--- config.mk ---
export PLATFORM = sky130hd
export DESIGN_NAME = mc_control_flat
export DESIGN_NICKNAME = d
export VERILOG_FILES = /design/src/rtl/mc_pkg.sv /design/src/rtl/mc_control_if.sv /design/src/rtl/mc_control.sv /design/src/flat_wrapper.sv
export SDC_FILE = /design/constraint.sdc
export NUM_CORES = 1
export LEC_CHECK = 0
export ABC_AREA = 1
export CORE_MARGIN = 2
export CORE_UTILIZATION = 35
export DETAILED_ROUTE_END_ITERATION = 10
export GPL_ROUTABILITY_DRIVEN = 0
export PLACE_DENSITY_LB_ADDON = 0.3
export SYNTH_ARGS = -nofsm -noshare
export SYNTH_HDL_FRONTEND = slang
export SYNTH_SLANG_ARGS = --single-unit
--- constraint.sdc ---
create_clock -name clk -period 2.38 [get_ports clk]
set_clock_uncertainty 0.2 [all_clocks]
set_input_delay 0.238 -clock clk [delete_from_list [all_inputs] [get_ports clk]]
set_output_delay 0.238 -clock clk [all_outputs]
set_load 0.02 [all_outputs]
--- src/rtl/mc_pkg.sv ---
// Shared types and encodings for the multicycle MIPS-style controller.
// Holds the state enum, the supported opcodes and the datapath select encodings.
package mc_pkg;

    typedef enum logic [3:0] {
        FETCH    = 4'd0,
        DECODE   = 4'd1,
        MEM_ADDR = 4'd2,
        MEM_RD   = 4'd3,
        MEM_WB   = 4'd4,
        MEM_WR   = 4'd5,
        EXEC_R   = 4'd6,
        EXEC_I   = 4'd7,
        WB_R     = 4'd8,
        WB_I     = 4'd9,
        BRANCH   = 4'd10,
        JUMP     = 4'd11,
        TRAP     = 4'd12
    } state_t;

    localparam logic [5:0] OP_RTYPE = 6'h00;
    localparam logic [5:0] OP_LW    = 6'h23;
    localparam logic [5:0] OP_SW    = 6'h2B;
    localparam logic [5:0] OP_BEQ   = 6'h04;
    localparam logic [5:0] OP_ADDI  = 6'h08;
    localparam logic [5:0] OP_J     = 6'h02;
    localparam logic [5:0] FUNCT_JR = 6'h08;

    localparam logic [1:0] SRCB_REG     = 2'b00;
    localparam logic [1:0] SRCB_FOUR    = 2'b01;
    localparam logic [1:0] SRCB_IMM     = 2'b10;
    localparam logic [1:0] SRCB_IMM_SL2 = 2'b11;

    localparam logic [1:0] ALUOP_ADD   = 2'b00;
    localparam logic [1:0] ALUOP_SUB   = 2'b01;
    localparam logic [1:0] ALUOP_FUNCT = 2'b10;

    localparam logic [1:0] PCSRC_ALU    = 2'b00;
    localparam logic [1:0] PCSRC_ALUOUT = 2'b01;
    localparam logic [1:0] PCSRC_JUMP   = 2'b10;
    localparam logic [1:0] PCSRC_REG    = 2'b11;

    // Successor of DECODE; anything not listed is unsupported and traps.
    function automatic state_t decode_next(input logic [5:0] op);
        case (op)
            OP_RTYPE:     return EXEC_R;
            OP_LW, OP_SW: return MEM_ADDR;
            OP_ADDI:      return EXEC_I;
            OP_BEQ:       return BRANCH;
            OP_J:         return JUMP;
            default:      return TRAP;
        endcase
    endfunction

endpackage

--- src/rtl/mc_control_if.sv ---
// Controller <-> datapath bundle: decoder/ALU/memory status in, strobes and selects out.
// mem_rd/mem_wr act as a request that is held, with stable iord, until mem_ready completes it.
interface mc_control_if #(parameter int CNT_W = 32);
    logic [5:0]       opcode;
    logic [5:0]       funct;
    logic             mem_ready;
    logic             zero;
    logic             ir_we;
    logic             pc_we;
    logic             mem_rd;
    logic             mem_wr;
    logic             iord;
    logic             reg_we;
    logic             regdst;
    logic             memtoreg;
    logic             alusrca;
    logic [1:0]       alusrcb;
    logic [1:0]       aluop;
    logic [1:0]       pcsrc;
    logic             illegal;
    logic [3:0]       state;
    logic [CNT_W-1:0] instr_cnt;

    modport master (
        input  opcode, funct, mem_ready, zero,
        output ir_we, pc_we, mem_rd, mem_wr, iord, reg_we, regdst, memtoreg,
               alusrca, alusrcb, aluop, pcsrc, illegal, state, instr_cnt
    );

    modport slave (
        output opcode, funct, mem_ready, zero,
        input  ir_we, pc_we, mem_rd, mem_wr, iord, reg_we, regdst, memtoreg,
               alusrca, alusrcb, aluop, pcsrc, illegal, state, instr_cnt
    );
endinterface

--- src/rtl/mc_control.sv ---
// Multicycle controller FSM: sequences fetch/decode/execute, counts retired
// instructions and traps on unsupported opcodes until reset.
module mc_control
    import mc_pkg::*;
#(
    parameter int CNT_W = 32
) (
    input logic         clk,
    input logic         rst,
    mc_control_if.master bus
);

    localparam logic [CNT_W-1:0] CNT_ONE = {{(CNT_W-1){1'b0}}, 1'b1};

    state_t           state_q;
    logic [5:0]       op_q;
    logic             illegal_q;
    logic [CNT_W-1:0] cnt_q;
    logic             retire;

    always_comb begin
        retire = 1'b0;
        case (state_q)
            MEM_WB, WB_R, WB_I, BRANCH, JUMP: retire = 1'b1;
            MEM_WR:                           retire = bus.mem_ready;
            EXEC_R:                           retire = (bus.funct == FUNCT_JR);
            default:                          retire = 1'b0;
        endcase
    end

    always_ff @(posedge clk or posedge rst) begin
        if (rst) begin
            state_q   <= FETCH;
            op_q      <= 6'h00;
            illegal_q <= 1'b0;
            cnt_q     <= '0;
        end else begin
            if (retire) cnt_q <= cnt_q + CNT_ONE;
            case (state_q)
                FETCH:    if (bus.mem_ready) state_q <= DECODE;
                DECODE: begin
                    op_q    <= bus.opcode;
                    state_q <= decode_next(bus.opcode);
                    if (decode_next(bus.opcode) == TRAP) illegal_q <= 1'b1;
                end
                // lw/sw split uses the opcode latched in DECODE, not the live one.
                MEM_ADDR: state_q <= (op_q == OP_SW) ? MEM_WR : MEM_RD;
                MEM_RD:   if (bus.mem_ready) state_q <= MEM_WB;
                MEM_WR:   if (bus.mem_ready) state_q <= FETCH;
                EXEC_R:   state_q <= (bus.funct == FUNCT_JR) ? FETCH : WB_R;
                EXEC_I:   state_q <= WB_I;
                MEM_WB, WB_R, WB_I, BRANCH, JUMP: state_q <= FETCH;
                TRAP:     state_q <= TRAP;
                default:  state_q <= FETCH;
            endcase
        end
    end

    always_comb begin
        bus.ir_we    = 1'b0;
        bus.pc_we    = 1'b0;
        bus.mem_rd   = 1'b0;
        bus.mem_wr   = 1'b0;
        bus.iord     = 1'b0;
        bus.reg_we   = 1'b0;
        bus.regdst   = 1'b0;
        bus.memtoreg = 1'b0;
        bus.alusrca  = 1'b0;
        bus.alusrcb  = SRCB_REG;
        bus.aluop    = ALUOP_ADD;
        bus.pcsrc    = PCSRC_ALU;
        case (state_q)
            FETCH: begin
                bus.mem_rd  = 1'b1;
                bus.alusrcb = SRCB_FOUR;
                bus.ir_we   = bus.mem_ready;
                bus.pc_we   = bus.mem_ready;
            end
            DECODE: bus.alusrcb = SRCB_IMM_SL2;
            MEM_ADDR, EXEC_I: begin
                bus.alusrca = 1'b1;
                bus.alusrcb = SRCB_IMM;
            end
            MEM_RD: begin
                bus.mem_rd = 1'b1;
                bus.iord   = 1'b1;
            end
            MEM_WB: begin
                bus.reg_we   = 1'b1;
                bus.memtoreg = 1'b1;
            end
            MEM_WR: begin
                bus.mem_wr = 1'b1;
                bus.iord   = 1'b1;
            end
            EXEC_R: begin
                bus.alusrca = 1'b1;
                bus.aluop   = ALUOP_FUNCT;
                if (bus.funct == FUNCT_JR) begin
                    bus.pc_we = 1'b1;
                    bus.pcsrc = PCSRC_REG;
                end
            end
            WB_R: begin
                bus.reg_we = 1'b1;
                bus.regdst = 1'b1;
            end
            WB_I: bus.reg_we = 1'b1;
            BRANCH: begin
                bus.alusrca = 1'b1;
                bus.aluop   = ALUOP_SUB;
                bus.pcsrc   = PCSRC_ALUOUT;
                bus.pc_we   = bus.zero;
            end
            JUMP: begin
                bus.pc_we = 1'b1;
                bus.pcsrc = PCSRC_JUMP;
            end
            default: ;
        endcase
        // Reset parks the FSM in FETCH; keep its read request quiet until release.
        if (rst) begin
            bus.ir_we  = 1'b0;
            bus.pc_we  = 1'b0;
            bus.mem_rd = 1'b0;
            bus.mem_wr = 1'b0;
            bus.reg_we = 1'b0;
        end
    end

    assign bus.illegal   = illegal_q;
    assign bus.state     = state_q;
    assign bus.instr_cnt = cnt_q;

endmodule

--- src/flat_wrapper.sv ---
// flat-port wrapper written by rule: the top's interface ports become plain ports
module mc_control_flat import mc_pkg::*;
#(
    parameter int CNT_W = 32
)
  (clk, rst, bus_opcode, bus_funct, bus_mem_ready, bus_zero, bus_ir_we, bus_pc_we, bus_mem_rd, bus_mem_wr, bus_iord, bus_reg_we, bus_regdst, bus_memtoreg, bus_alusrca, bus_alusrcb, bus_aluop, bus_pcsrc, bus_illegal, bus_state, bus_instr_cnt);
  mc_control_if #(.CNT_W(CNT_W)) bus_i ();
  input logic clk;
  input logic rst;
  input wire logic [$bits(bus_i.opcode)-1:0] bus_opcode;
  input wire logic [$bits(bus_i.funct)-1:0] bus_funct;
  input wire logic [$bits(bus_i.mem_ready)-1:0] bus_mem_ready;
  input wire logic [$bits(bus_i.zero)-1:0] bus_zero;
  output wire logic [$bits(bus_i.ir_we)-1:0] bus_ir_we;
  output wire logic [$bits(bus_i.pc_we)-1:0] bus_pc_we;
  output wire logic [$bits(bus_i.mem_rd)-1:0] bus_mem_rd;
  output wire logic [$bits(bus_i.mem_wr)-1:0] bus_mem_wr;
  output wire logic [$bits(bus_i.iord)-1:0] bus_iord;
  output wire logic [$bits(bus_i.reg_we)-1:0] bus_reg_we;
  output wire logic [$bits(bus_i.regdst)-1:0] bus_regdst;
  output wire logic [$bits(bus_i.memtoreg)-1:0] bus_memtoreg;
  output wire logic [$bits(bus_i.alusrca)-1:0] bus_alusrca;
  output wire logic [$bits(bus_i.alusrcb)-1:0] bus_alusrcb;
  output wire logic [$bits(bus_i.aluop)-1:0] bus_aluop;
  output wire logic [$bits(bus_i.pcsrc)-1:0] bus_pcsrc;
  output wire logic [$bits(bus_i.illegal)-1:0] bus_illegal;
  output wire logic [$bits(bus_i.state)-1:0] bus_state;
  output wire logic [$bits(bus_i.instr_cnt)-1:0] bus_instr_cnt;
  assign bus_i.opcode = bus_opcode;
  assign bus_i.funct = bus_funct;
  assign bus_i.mem_ready = bus_mem_ready;
  assign bus_i.zero = bus_zero;
  assign bus_ir_we = bus_i.ir_we;
  assign bus_pc_we = bus_i.pc_we;
  assign bus_mem_rd = bus_i.mem_rd;
  assign bus_mem_wr = bus_i.mem_wr;
  assign bus_iord = bus_i.iord;
  assign bus_reg_we = bus_i.reg_we;
  assign bus_regdst = bus_i.regdst;
  assign bus_memtoreg = bus_i.memtoreg;
  assign bus_alusrca = bus_i.alusrca;
  assign bus_alusrcb = bus_i.alusrcb;
  assign bus_aluop = bus_i.aluop;
  assign bus_pcsrc = bus_i.pcsrc;
  assign bus_illegal = bus_i.illegal;
  assign bus_state = bus_i.state;
  assign bus_instr_cnt = bus_i.instr_cnt;
  mc_control #(.CNT_W(CNT_W)) u_core (.clk(clk), .rst(rst), .bus(bus_i));
endmodule
## After elaboration in Yosys (flattened, before gate mapping)

Cells that the tools add are included.

- Register bits after elaboration: 43
- Memories kept: 0
- Memory bits (read-only): 0
- Bits in writable memories: 0
- Bits in latches: 0
- Logic and storage cells: 67
- Output and inout port bits: 52

- Bitwise operators: 0
- Shift operators: 0
- Reduce and logical (&&, ||, !) cells: 11
- Multipliers: 0
- Divide/modulo/power cells: 0
- $lt $le $gt $ge: 0
- Equal/unequal tests: 23
- $add $sub $neg: 1
- Muxes and demuxes: 28

Operators by type and width:

| cell | count |
|---|---|
| $add A32 B1 Y32 const B | 1 |
| $pmux W4 S8 | 1 |
| $eq A4 B4 Y1 const B | 6 |
| $mux W4 | 5 |
| $pmux W4 S5 | 1 |
| $eq A6 B6 Y1 const B | 3 |
| $eq A4 B3 Y1 const B | 4 |
| $mux W1 | 14 |
| $eq A6 B4 Y1 const B | 2 |
| $pmux W2 S3 | 2 |
| $eq A4 B2 Y1 const B | 2 |
| $reduce_or A2 Y1 | 4 |
| $eq A6 B2 Y1 const B | 1 |
| $eq A6 B3 Y1 const B | 1 |
| $logic_not A6 Y1 | 1 |
| $ne A2 B2 Y1 const B | 3 |
| $reduce_or A5 Y1 | 1 |
| $eq A4 B1 Y1 const B | 1 |
| $logic_not A4 Y1 | 1 |
| $pmux W1 S4 | 1 |
| $pmux W2 S2 | 1 |
| $reduce_or A4 Y1 | 1 |
| $mux W3 | 1 |
| $pmux W1 S3 | 1 |
| 4 further kinds | 4 |

## Depth between registers and ports, before layout

- Depth in word-level cells: 6
- Mapped depth: 10
- Mapped depth without buffers: 10

## Worst setup path after synthesis

Ideal clock, no wire load.

- Kind: input to output
- From: input rst
- To: output bus_pc_we
- Stages: 3
- Path slack: 0.379 ns
- Required time: 1.942 ns
- Arrival time: 1.563 ns
- Path buffers: 0
- Cell sequence: inv_1 o21ai_0 inv_1

- Cells in the longest elaborated chain, start to end: 1

Ends and longest elaborated chain:

| what | line | source |
|---|---|---|
| from (decl) | flat_wrapper.sv:9 | `input logic rst;` |
| $mux W1 | mc_control.sv:122 | `if (rst) begin` |
| to (decl) | flat_wrapper.sv:15 | `output wire logic [$bits(bus_i.pc_we)-1:0] bus_pc_we;` |

No other way between the ends.

## Worst setup path after layout

- From: register u_core.state_q[2] (netlist: u_core.bus.state[2])
- To: output bus_regdst

- Cells in the longest elaborated chain, start to end: 2

Ends and longest elaborated chain:

| what | line | source |
|---|---|---|
| from (decl) | mc_control.sv:15 | `state_t state_q;` |
| from (signal assigned) | mc_control.sv:43 | `state_q <= decode_next(bus.opcode);` |
| from (signal assigned) | mc_control.sv:47 | `MEM_ADDR: state_q <= (op_q == OP_SW) ? MEM_WR : MEM_RD;` |
| from (signal assigned) | mc_control.sv:50 | `EXEC_R: state_q <= (bus.funct == FUNCT_JR) ? FETCH : WB_R;` |
| $eq A4 B4 Y1 | mc_control.sv:72 | `case (state_q)` |
| $mux W1 | mc_control.sv:72 |  |
| to (decl) | flat_wrapper.sv:20 | `output wire logic [$bits(bus_i.regdst)-1:0] bus_regdst;` |

No other way between the ends.

==> reports/qor.yml <==
cp_max_fo: 4
cts_tree: "done"
pre_cts_ws_ps: -1.71
clock_path_buffers: 2
fmax_mhz: 439
status: "finished clean"
period_needed_ps: 2280
synth_most_common_cell: "nand2_1"
synth_top_flop_cell: "dfrtp_1"
layout.nets: 548
power.total_uw: 2900
min_from: "u_core.bus.illegal"
crit_path_start: "u_core.bus.state[2]"
routed_wl_um: 7660
peakVddDrop_mv: 0.324
die_h_um: 96.3
crit_family: "buffers and inverters"
r2r_start: "u_core.bus.instr_cnt[0]"
endpoint_kind: "output pin"
cp_num_buf_inv: 2
layout-drive-gt1-share: 0.0827
finalSetupViolCount: 0
cts_buffers: 5
drcViolationCount: 0
fillers: 864
initialDrtViolationCount: 94
synthDistinctLibCells: 28
required_ps: 1940
design.portCount: 68
hold_depth: 2
antenna_found_initial: 0
cp_slowest_cell: "clkdlybuf4s50_1"
setup_ws_ps: 100
crit_chain: "inv_1, nand2_1, nor3_1, clkdlybuf4s50_1"
insertion_delay_ps: 310
gr-total-overflow: 0
postSynthRegisterBits: 43
start_util: 0.361
cpPeakStageDelay_ps: 630
power.leakage_uw: 0.00186
cp.arrival_ps: 1840
avgSynthCellArea_sq_um: 6.47
period_share: 0.958
syn_inst: 461
cts.sinks: 43
core_area_sq_um: 8260
synth_area_leaders: "dfrtp_1 (36%), nand2_1 (27%), nor2_1 (7.9%)"
synth_top_area_cell: "dfrtp_1"
start_kind: "register"
cts_root_buffer: "clkbuf_8"
reg2reg_slack_ps: 440
area_growth_pct: 28.5
die_x_um: 96.3
async_flop_share: 1.00
crit_type: "reg2out"
synth_nets: 478
dr.pass1.iters: 4
grtUsageTotal: 0.175
grt_pass1_vias: 2832
drt.antenna.violating_nets: 0
min_path_type: "reg2reg"
rsz0062_at_grt: "false"
hold_viol: 0
synth_top_area_share: 0.361
viasPerCell: 4.74
grt_max_degree: 44
yosys-top-cells-count: "nand2_1 (215), nor2_1 (63), dfrtp_1 (43)"
tightest_slew_ps: 574
synth_area_sq_um: 2980
hold_end: "u_core.bus.illegal"
port_buffers: 67
slew_viol_final: 0
max_slew_margin: 0.617
num_antenna_cells: 0
wl_per_cell_um: 12.0
cts_max_level: 2
hpwl_um: 5970
cap_violations: 0
power_density_nw_per_um2: 757
dieArea_sq_um: 9280
synth_seq_area_share: 0.361
synth_edf_count: 0
postCtsHoldBufs: 0
clkTransAtPathRegs_ps: 90
vias: 3018
rows: 33
grt_pass1_wl_um: 12600
worstReg2RegEnd: "u_core.bus.instr_cnt[28]"
reg2reg_depth: 10
ys_warn_count: 0
-- state kept, by name, summed over array words and instances, names as in the netlist --
name / cells
u_core.bus.instr_cnt: 32
u_core.bus.state: 4
u_core.bus.illegal: 1
u_core.op_q: 6
-- placed cells by master (no fill, tap or decap), types with 2 or more instances in the layout --
cell type	netlist	layout
nor2_2	4	5
xor2_1	8	8
nor3_1	4	4
o21ai_0	5	5
a21oi_1	3	3
nand4_1	7	7
nor2_4	2	2
dlygate4sd2_1	0	6
o21ai_1	2	2
nand2_4	2	2
inv_1	35	34
clkbuf_8	0	5
nand2_2	14	14
nand3_1	23	23
dlymetal6s2s_1	0	2
nand2_1	215	215
dfrtp_1	43	42
clkinv_1	2	3
clkdlybuf4s50_1	0	58
xnor2_1	2	2
inv_2	5	5
nand3b_1	8	8
buf_4	2	2
nor2_1	63	62
-- per-stage QoR --
step	area [sq um]	hold WS [ps]	TNS, ps	utilization	std cells
after floorplan	2980	148	0	-	461
after global placement	3750	254	0	0.454	629
after detailed placement	3750	263	-1.71	0.454	629
after CTS	3830	285	0	0.463	637
after global routing	3830	312	0	0.464	637
final	3830	275	0	0.464	637
-- cell type report --
| cell class | count | area (sq um) | area share |
|---|---|---|---|
| Clock buffer | 6 | 72.6 | 0.0189 |
| Sequential cell | 43 | 1080 | 0.281 |
| Clock inverter | 2 | 12.5 | 0.00326 |
| Inverter | 43 | 164 | 0.0428 |
| Multi-Input combinational cell | 368 | 1670 | 0.437 |
| Tap cell | 105 | 131 | 0.0343 |
| Timing Repair Buffer | 70 | 702 | 0.183 |
-- worst reg2reg max path: stages, from the launching register on --
cell     delay [ps]
dfrtp_1         480
ha_1            240
inv_1           110
nor2_4          210
inv_2            40
nor2_1          250
nand2_1          90
nand2_1          60
nand2_1          50
nand2_1          50
nand2_1          40
-- cell families (layout without fill, tap and decap cells) --
family / after synthesis / after routing / synth area share
AOI/OAI and AO/OA: 11 / 11 / 0.0222
xor gates and xnor gates: 11 / 11 / 0.0348
adders and majority gates: 1 / 1 / 0.00419
buffers and inverters: 50 / 121 / 0.0789
DFF: 43 / 43 / 0.361
and+or+nand+nor: 345 / 345 / 0.499
-- layer usage --
metal / share of wire / global-route usage / up-vias
met5: 0 / 0 / -
met4: 0.020 / 0.0657 / 0
met3: 0.040 / 0.0352 / 12
met2: 0.48 / 0.305 / 66
met1: 0.46 / 0.212 / 1382
li1: - / - / 1558
-- how the worst max path moves through the flow --
stage                            end  slack [ps]  cells after the start
after global placement     bus_pc_we          70                      8
after detailed placement   bus_pc_we          -2                      8
after global routing      bus_regdst           1                      4
after CTS                  bus_ir_we          30                      6
after floorplan            bus_pc_we         380                      3
final                     bus_regdst         100                      4
-- report_power, final --
| group | total (uW) | internal [uW] | switching (uW) |
|---|---|---|---|
| Sequential | 1020 | 862 | 160 |
| Clock | 478 | 206 | 272 |
| Combinational | 1400 | 509 | 894 |
| Total | 2900 | 1580 | 1330 |
-- timing repair --
item / in CTS / in global routing
endpoints found under the setup margin: 7 / 4
setup buffers: 0 / 0
gates resized for setup: 8 / 5
gates cloned: 0 / 0
pin swaps: 0 / 0
hold endpoints to repair: 0 / 0
No activity file was read; power rests on OpenSTA's default activity.
